### config.mk
export PLATFORM = sky130hd
export DESIGN_NAME = core_load_unit
export DESIGN_NICKNAME = d
export VERILOG_FILES = /design/src/rtl/core_load_unit.sv
export SDC_FILE = /design/constraint.sdc
export NUM_CORES = 1
export LEC_CHECK = 0
export CORE_MARGIN = 2
export CORE_UTILIZATION = 51
export DETAILED_ROUTE_END_ITERATION = 7
export PLACE_DENSITY = 0.81
export RECOVER_POWER = 25
export SLEW_MARGIN = 40
export SYNTH_ARGS = -nofsm -noshare
export SYNTH_HDL_FRONTEND = slang
export SYNTH_SLANG_ARGS = --single-unit
### constraint.sdc
create_clock -name i_clk -period 2.9 [get_ports i_clk]
set_input_delay 0.58 -clock i_clk [delete_from_list [all_inputs] [get_ports i_clk]]
set_output_delay 0.58 -clock i_clk [all_outputs]
set_load 0.05 [all_outputs]
### src/rtl/core_load_unit.sv
// Load-return unit: issues one or two aligned memory reads per load, then
// extracts, extends and presents the result to write-back for one cycle.
//
// state  | meaning
// IDLE   | ready for a new load request
// ISSUE0 | first aligned read requested on the bus
// WAIT0  | waiting for the first read response
// ISSUE1 | second read requested (load crosses an aligned boundary)
// WAIT1  | waiting for the second read response
// WB     | result, rd and fault presented to write-back
// DRAIN  | flushed; swallowing one outstanding response
module core_load_unit #(
  parameter int XLEN        = 32,
  parameter int ADDR_W      = 32,
  parameter int MISALIGN_EN = 1
) (
  input  logic              i_clk,
  input  logic              i_rst_n,
  input  logic              i_req_valid,
  output logic              o_req_ready,
  input  logic [ADDR_W-1:0] i_req_addr,
  input  logic [1:0]        i_req_size,
  input  logic              i_req_unsigned,
  input  logic [4:0]        i_req_rd,
  input  logic              i_flush,
  output logic              o_mem_valid,
  input  logic              i_mem_ready,
  output logic [ADDR_W-1:0] o_mem_addr,
  input  logic              i_mem_rvalid,
  input  logic [XLEN-1:0]   i_mem_rdata,
  output logic              o_wb_valid,
  output logic [4:0]        o_wb_rd,
  output logic [XLEN-1:0]   o_wb_data,
  output logic              o_fault
);

  localparam int NB    = XLEN / 8;
  localparam int OFF_W = $clog2(NB);
  localparam int IDX_W = $clog2(XLEN);

  typedef enum logic [2:0] {
    S_IDLE, S_ISSUE0, S_WAIT0, S_ISSUE1, S_WAIT1, S_WB, S_DRAIN
  } state_t;

  state_t              state_q;
  logic [OFF_W-1:0]    off_q;
  logic [1:0]          size_q;
  logic                uns_q;
  logic [4:0]          rd_q;
  logic                split_q;
  logic [XLEN-1:0]     beat0_q;
  logic [ADDR_W-1:0]   mem_addr_q;
  logic                mem_valid_q;
  logic                wb_valid_q;
  logic [4:0]          wb_rd_q;
  logic [XLEN-1:0]     wb_data_q;
  logic                fault_q;

  // Size code 11 means doubleword only when the datapath is 64 bits wide.
  function automatic logic [3:0] size_bytes(input logic [1:0] sz);
    case (sz)
      2'b00:   size_bytes = 4'd1;
      2'b01:   size_bytes = 4'd2;
      2'b10:   size_bytes = 4'd4;
      default: size_bytes = (XLEN == 64) ? 4'd8 : 4'd4;
    endcase
  endfunction

  logic [OFF_W-1:0] off_in;
  logic             split_in;

  assign off_in   = i_req_addr[OFF_W-1:0];
  assign split_in = (5'(off_in) + 5'(size_bytes(i_req_size))) > 5'(NB);

  logic [XLEN-1:0]   beat0_sel;
  logic [XLEN-1:0]   beat1_sel;
  logic [2*XLEN-1:0] raw;
  logic [6:0]        nbits;
  logic [XLEN-1:0]   keep;
  logic [XLEN-1:0]   mask;
  logic              sign;
  logic [XLEN-1:0]   ext_d;

  // On the final beat the live response is either beat 0 (single) or beat 1.
  always_comb begin
    beat0_sel = (state_q == S_WAIT1) ? beat0_q : i_mem_rdata;
    beat1_sel = (state_q == S_WAIT1) ? i_mem_rdata : '0;
    raw       = {beat1_sel, beat0_sel} >> {off_q, 3'b000};
    nbits     = {size_bytes(size_q), 3'b000};
    keep      = raw[XLEN-1:0];
    mask      = (nbits >= 7'(XLEN)) ? '1 : ((XLEN'(1) << nbits) - XLEN'(1));
    sign      = keep[IDX_W'(nbits - 7'd1)];
    ext_d     = (keep & mask) | ((!uns_q && sign) ? ~mask : '0);
  end

  always_ff @(posedge i_clk) begin
    if (!i_rst_n) begin
      state_q     <= S_IDLE;
      off_q       <= '0;
      size_q      <= '0;
      uns_q       <= 1'b0;
      rd_q        <= '0;
      split_q     <= 1'b0;
      beat0_q     <= '0;
      mem_addr_q  <= '0;
      mem_valid_q <= 1'b0;
      wb_valid_q  <= 1'b0;
      wb_rd_q     <= '0;
      wb_data_q   <= '0;
      fault_q     <= 1'b0;
    end else begin
      wb_valid_q <= 1'b0;
      case (state_q)
        S_IDLE: begin
          if (i_req_valid) begin
            off_q   <= off_in;
            size_q  <= i_req_size;
            uns_q   <= i_req_unsigned;
            rd_q    <= i_req_rd;
            split_q <= split_in;
            if (split_in && MISALIGN_EN == 0) begin
              state_q    <= S_WB;
              wb_valid_q <= 1'b1;
              fault_q    <= 1'b1;
              wb_data_q  <= '0;
              wb_rd_q    <= i_req_rd;
            end else begin
              state_q     <= S_ISSUE0;
              mem_valid_q <= 1'b1;
              mem_addr_q  <= {i_req_addr[ADDR_W-1:OFF_W], {OFF_W{1'b0}}};
            end
          end
        end
        S_ISSUE0, S_ISSUE1: begin
          if (i_flush) begin
            mem_valid_q <= 1'b0;
            state_q     <= i_mem_ready ? S_DRAIN : S_IDLE;
          end else if (i_mem_ready) begin
            mem_valid_q <= 1'b0;
            state_q     <= (state_q == S_ISSUE0) ? S_WAIT0 : S_WAIT1;
          end
        end
        S_WAIT0, S_WAIT1: begin
          if (i_flush) begin
            state_q <= i_mem_rvalid ? S_IDLE : S_DRAIN;
          end else if (i_mem_rvalid) begin
            if (state_q == S_WAIT0 && split_q) begin
              beat0_q     <= i_mem_rdata;
              mem_addr_q  <= mem_addr_q + ADDR_W'(NB);
              mem_valid_q <= 1'b1;
              state_q     <= S_ISSUE1;
            end else begin
              state_q    <= S_WB;
              wb_valid_q <= 1'b1;
              fault_q    <= 1'b0;
              wb_data_q  <= ext_d;
              wb_rd_q    <= rd_q;
            end
          end
        end
        S_WB: state_q <= S_IDLE;
        S_DRAIN: begin
          if (i_mem_rvalid) state_q <= S_IDLE;
        end
        default: state_q <= S_IDLE;
      endcase
    end
  end

  assign o_req_ready = (state_q == S_IDLE) && i_rst_n;
  assign o_mem_valid = mem_valid_q;
  assign o_mem_addr  = mem_addr_q;
  assign o_wb_valid  = wb_valid_q;
  assign o_wb_rd     = wb_rd_q;
  assign o_wb_data   = wb_data_q;
  assign o_fault     = fault_q;

endmodule

# [After elaboration in Yosys (flattened, before gate mapping)]
# Index checks and enable logic that the tools add are counted.
[classes] n_lt_le_gt_ge=3 shift=2 multipliers=0 n_eq_ne=14 n_div=0 n_addsub=4 mux=32 n_bitwise=8 reduce_logical=18
[op_table] op="$mux 32" n=8
[op_table] op="$pmux 32 s2" n=1
[op_table] op="$shr 64x5->32" n=1
[op_table] op="$add 32x3->32 const B" n=1
[op_table] op="$and 32x32->32" n=1
[op_table] op="$not 32->32" n=1
[op_table] op="$or 32x32->32" n=1
[op_table] op="$shl 1x6->32 const A" n=1
[op_table] op="$sub 32x1->32 const B" n=1
[op_table] op="$mux 3" n=10
[op_table] op="$pmux 3 s2" n=2
[op_table] op="$pmux 3 s4" n=1
[op_table] op="$reduce_and 4->1" n=3
[op_table] op="$ne 2x2->1 const B" n=5
[op_table] op="$mux 1" n=8
[op_table] op="$eq 3x2->1 const B" n=2
[op_table] op="$eq 3x3->1 const B" n=2
[op_table] op="$ge 6x6->1 const B" n=1
[op_table] op="$lt 5x6->1 const B" n=1
[op_table] op="$ne 3x3->1 const B" n=2
[op_table] op="$reduce_and 6->1" n=1
[op_table] op="$add 2x4->5" n=1
[op_table] op="$bmux 1 s5" n=1
[op_table] op="$gt 5x3->1 const B" n=1
[op_table] op="15 further kinds" n=24
[word_totals] input_bits=78 ramBits=0 reg_bits=117 mem_count=0 rom_bits=0 latch_bits=0

# [Depth between registers and ports, before layout]
[depth] ltp_word=8 mapped_depth=9

# [Least setup slack after synthesis]
# OpenSTA, ideal clock, no wires.
[synth_timing] path_type="input port to output port" startpoint="in i_rst_n" endpoint="out o_req_ready" n_path_buf=1 cell_stages=3 arrival_time_ns=2.262 required_ns=2.320 setup_slack_ns=0.058 cell_sequence="inv_1 > clkbuf_1 > nor4_1"
[synth_between] elab_chain_cells=1
[synth_lines] item="start: declaration" line="18" text="input logic i_rst_n,"
[synth_lines] item="$logic_and 1x1->1" line="170" text="assign o_req_ready = (state_q == S_IDLE) && i_rst_n;"
[synth_lines] item="end: declaration" line="20" text="output logic o_req_ready,"
# No other way between the ends.

# [Worst setup path after layout]
[layout_timing] startpoint="in i_flush" endpoint="reg beat0_q[20]"
[layout_between] elab_chain_cells=2
[layout_lines] item="start: declaration" line="25" text="input logic i_flush,"
[layout_lines] item="$not 1->1 (no source line)"
[layout_lines] item="$reduce_and 4->1 (no source line)"
[layout_lines] item="end signal: assignment" line="148" text="beat0_q <= i_mem_rdata;"
[layout_lines] item="end: declaration" line="51" text="logic [XLEN-1:0] beat0_q;"
# No other way between the ends.
# A chain may end at the register's enable or synchronous reset.

==> flow_summary.json <==
{
  "p_per_area_mw_per_mm2": 683.3,
  "clk_path_buf_depth": 2,
  "layout_commonest_cell": "clkdlybuf4s50_1",
  "htree_num_levels": 4,
  "hold_class": "flip-flop to flip-flop",
  "grt_pass1_vias": 6056,
  "grt_overflow": 0,
  "path_class": "input port to flip-flop",
  "cp-startpoint": "i_flush",
  "regToRegStartpoint": "size_q[0]",
  "die_w_um": 118.3,
  "setup_viol": 0,
  "clkTransAtPathRegs_ps": 60,
  "cp-end-kind": "flip-flop",
  "ir_worst_vdd_v": 0.0004633,
  "worst_pin_slew_ps": 1074,
  "insertedDiodeCount": 0,
  "cts_tree": "done",
  "status": "complete, no violations",
  "whs_path_depth": 2,
  "synth_cells": 797,
  "num_vias": 6640,
  "relSlewSlack": 0.2838,
  "crit_top_cell": "or2_0",
  "first_pass_iters": 5,
  "cts_hold_buf": 0,
  "ys_seq_area_frac": 0.3453,
  "track_usage": 0.2754,
  "io_pins": 151,
  "die_height_um": 118.3,
  "initial_core_util": 0.5262,
  "fp.coreArea_sq_mm": 0.01267,
  "rrSetupSlack_ps": 330,
  "post_route_cells_drive_above_1_share": 0.1073,
  "clkLatencyLatePin_ps": 430,
  "synth_ff_type": "dfxtp_1",
  "dp_slack_ps": 254.9,
  "root_buffer": "clkbuf_16",
  "rsz0062_at_grt": "no",
  "die-area_sq_mm": 0.01400,
  "critPathRequiredTime_ps": 3250,
  "io_buffers": 147,
  "syn_area_sq_mm": 0.006668,
  "dp_hpwl_mm": 13.48,
  "cts_setup_buffers": 0,
  "path_max_fanout": 19,
  "crit_path_max_incr_delay_ps": 880,
  "cp.arrival_ps": 2990,
  "crit_path_start_kind": "input port",
  "period_share": 0.9112,
  "max_freq_ghz": 0.3784,
  "grt_max_degree": 52,
  "slowest_stage": "or2_0",
  "ys_types": 76,
  "hold_violations": 0,
  "synth_area_per_cell_sq_um": 8.366,
  "fin_util": 0.7051,
  "ys_warn_count": 0,
  "path_cells": "dlygate4sd3_1 -> or2_0 -> or2_0 -> buf_12 -> nand2_1 -> a21oi_1",
  "cp-endpoint": "beat0_q[20]",
  "routedWlPerCell_um": 17.69,
  "period_needed_ps": 2643,
  "area_delta_synth_final_pct": 34.00,
  "num-nets-final": 1002,
  "cts_buffers": 17,
  "cts.sinks": 115,
  "maxCapViolCount": 0,
  "power_leakage_uw": 0.003282,
  "antenna_left": 0,
  "synth-edff-count": 0,
  "async_flop_share": 0,
  "antenna_found_initial": 1,
  "timing.final.ws_setup_ps": 257.4,
  "layout_common_cells": "clkdlybuf4s50_1, nand2_1, dfxtp_1, a21oi_1, mux2i_1",
  "fin_skew_ps": 8.366,
  "rr_endpoint": "o_wb_data[14]",
  "gp_congestion": 0.8655,
  "cts_resized": 0,
  "routed_wl_mm": 19.53,
  "drtIter0Drc": 640,
  "fin_tns_setup_ps": 0,
  "synth.ff_latch_count": 115,
  "viasPerCell": 6.014,
  "rows": 41,
  "grt_pass1_wl_mm": 31.19,
  "drc": 0,
  "reg2regPathDepth": 8,
  "drv_slew": 0
}
[how the worst min path moves through the flow]
stage	startpoint	to	slack, ps
after floorplan	beat0_q[15]	beat0_q[15]	430
after CTS	beat0_q[14]	beat0_q[14]	450
after global placement	beat0_q[9]	beat0_q[9]	440
after detailed placement	beat0_q[14]	beat0_q[14]	450
after global routing	beat0_q[14]	beat0_q[14]	470
final	beat0_q[0]	beat0_q[0]	450
[layout make-up]
type / instances / area (sq um)
clock buffers: 24 / 511.7
well taps: 172 / 215.2
repair buffers: 173 / 1715
clock inverters: 8 / 145.1
flip-flops and latches: 115 / 2303
inverters: 9 / 33.78
fillers: 1013 / 3736
multi-input cells: 603 / 4010
[where the power goes]
part,internal [uW],leakage (uW),switching (uW)
logic,738,0.00203,1160
clock network,1570,0.000318,743
registers,1720,0.000935,171
total,4030,0.00328,2080
[metrics by stage]
stage / total power, uW / area [sq um] / hold slack (ps) / instances
2_1_floorplan: 3163 / 6675 / 433.8 / 799
3_3_place_gp: 3763 / 8287 / 441.2 / 1072
4_1_cts: 6097 / 8944 / 453.2 / 1104
5_1_grt: 6340 / 8935 / 466.7 / 1104
6_report: 6105 / 8935 / 452.4 / 1104
3_5_place_dp: 3784 / 8287 / 446.0 / 1072
[critical path: cells and delay by family]
kind | cells | cell delay (ps)
AND/OR/NAND/NOR | 3 | 1350
buffers and inverters | 2 | 900
AO/OA/AOI/OAI | 1 | 150
[per-layer routing]
| metal | track usage | vias up | share of wire |
|---|---|---|---|
| met4 | 0.1077 | 0 | 0.023 |
| li1 | - | 3193 | - |
| met5 | 0 | - | 0 |
| met1 | 0.3697 | 3123 | 0.43 |
| met2 | 0.4202 | 287 | 0.46 |
| met3 | 0.07384 | 37 | 0.087 |
[synthesized netlist by cell type (6+ instances only)]
library cell  number  area [sq um]
nand2_1          118         442.9
a211oi_1          10         75.07
and2_1             7         43.79
o221a_1            8         90.09
a22o_1            14         122.6
o21ai_0           42         210.2
buf_2              8         40.04
o311ai_0           8         70.07
nand2b_1           9         56.30
mux2_2            14         157.7
dfxtp_1          115          2302
clkbuf_1          53         198.9
nand3_1           20         100.1
a31oi_1           12         75.07
nor3_1            15         75.07
a21oi_1           80         400.4
o211ai_1          15         112.6
nor2_1            36         135.1
mux4_2             8         180.2
inv_1              9         33.78
o21a_1             7         52.55
or3_1              7         43.79
and3_1            10         62.56
mux2i_1           54         540.5
o31ai_1            6         45.04
nor4_1             9         56.30
[cells by family after synthesis]
kind of cell / after synthesis / synth area share
mux: 78 / 0.1377
xor+xnor: 1 / 0.001314
buf+inv: 81 / 0.05648
flops: 115 / 0.3453
fa+ha+maj: 5 / 0.01051
compound gates: 247 / 0.2498
other cells: 1 / 0.0005624
simple gates: 269 / 0.1983
[state kept, by name (all words and copies together) (netlist names)]
name         count
beat0_q         32
o_wb_data       32
o_mem_addr      30
o_wb_rd          5
rd_q             5
state_q          3
off_q            2
size_q           2
o_mem_valid      1
o_wb_valid       1
split_q          1
uns_q            1
No activity file was read; power rests on OpenSTA's default activity.
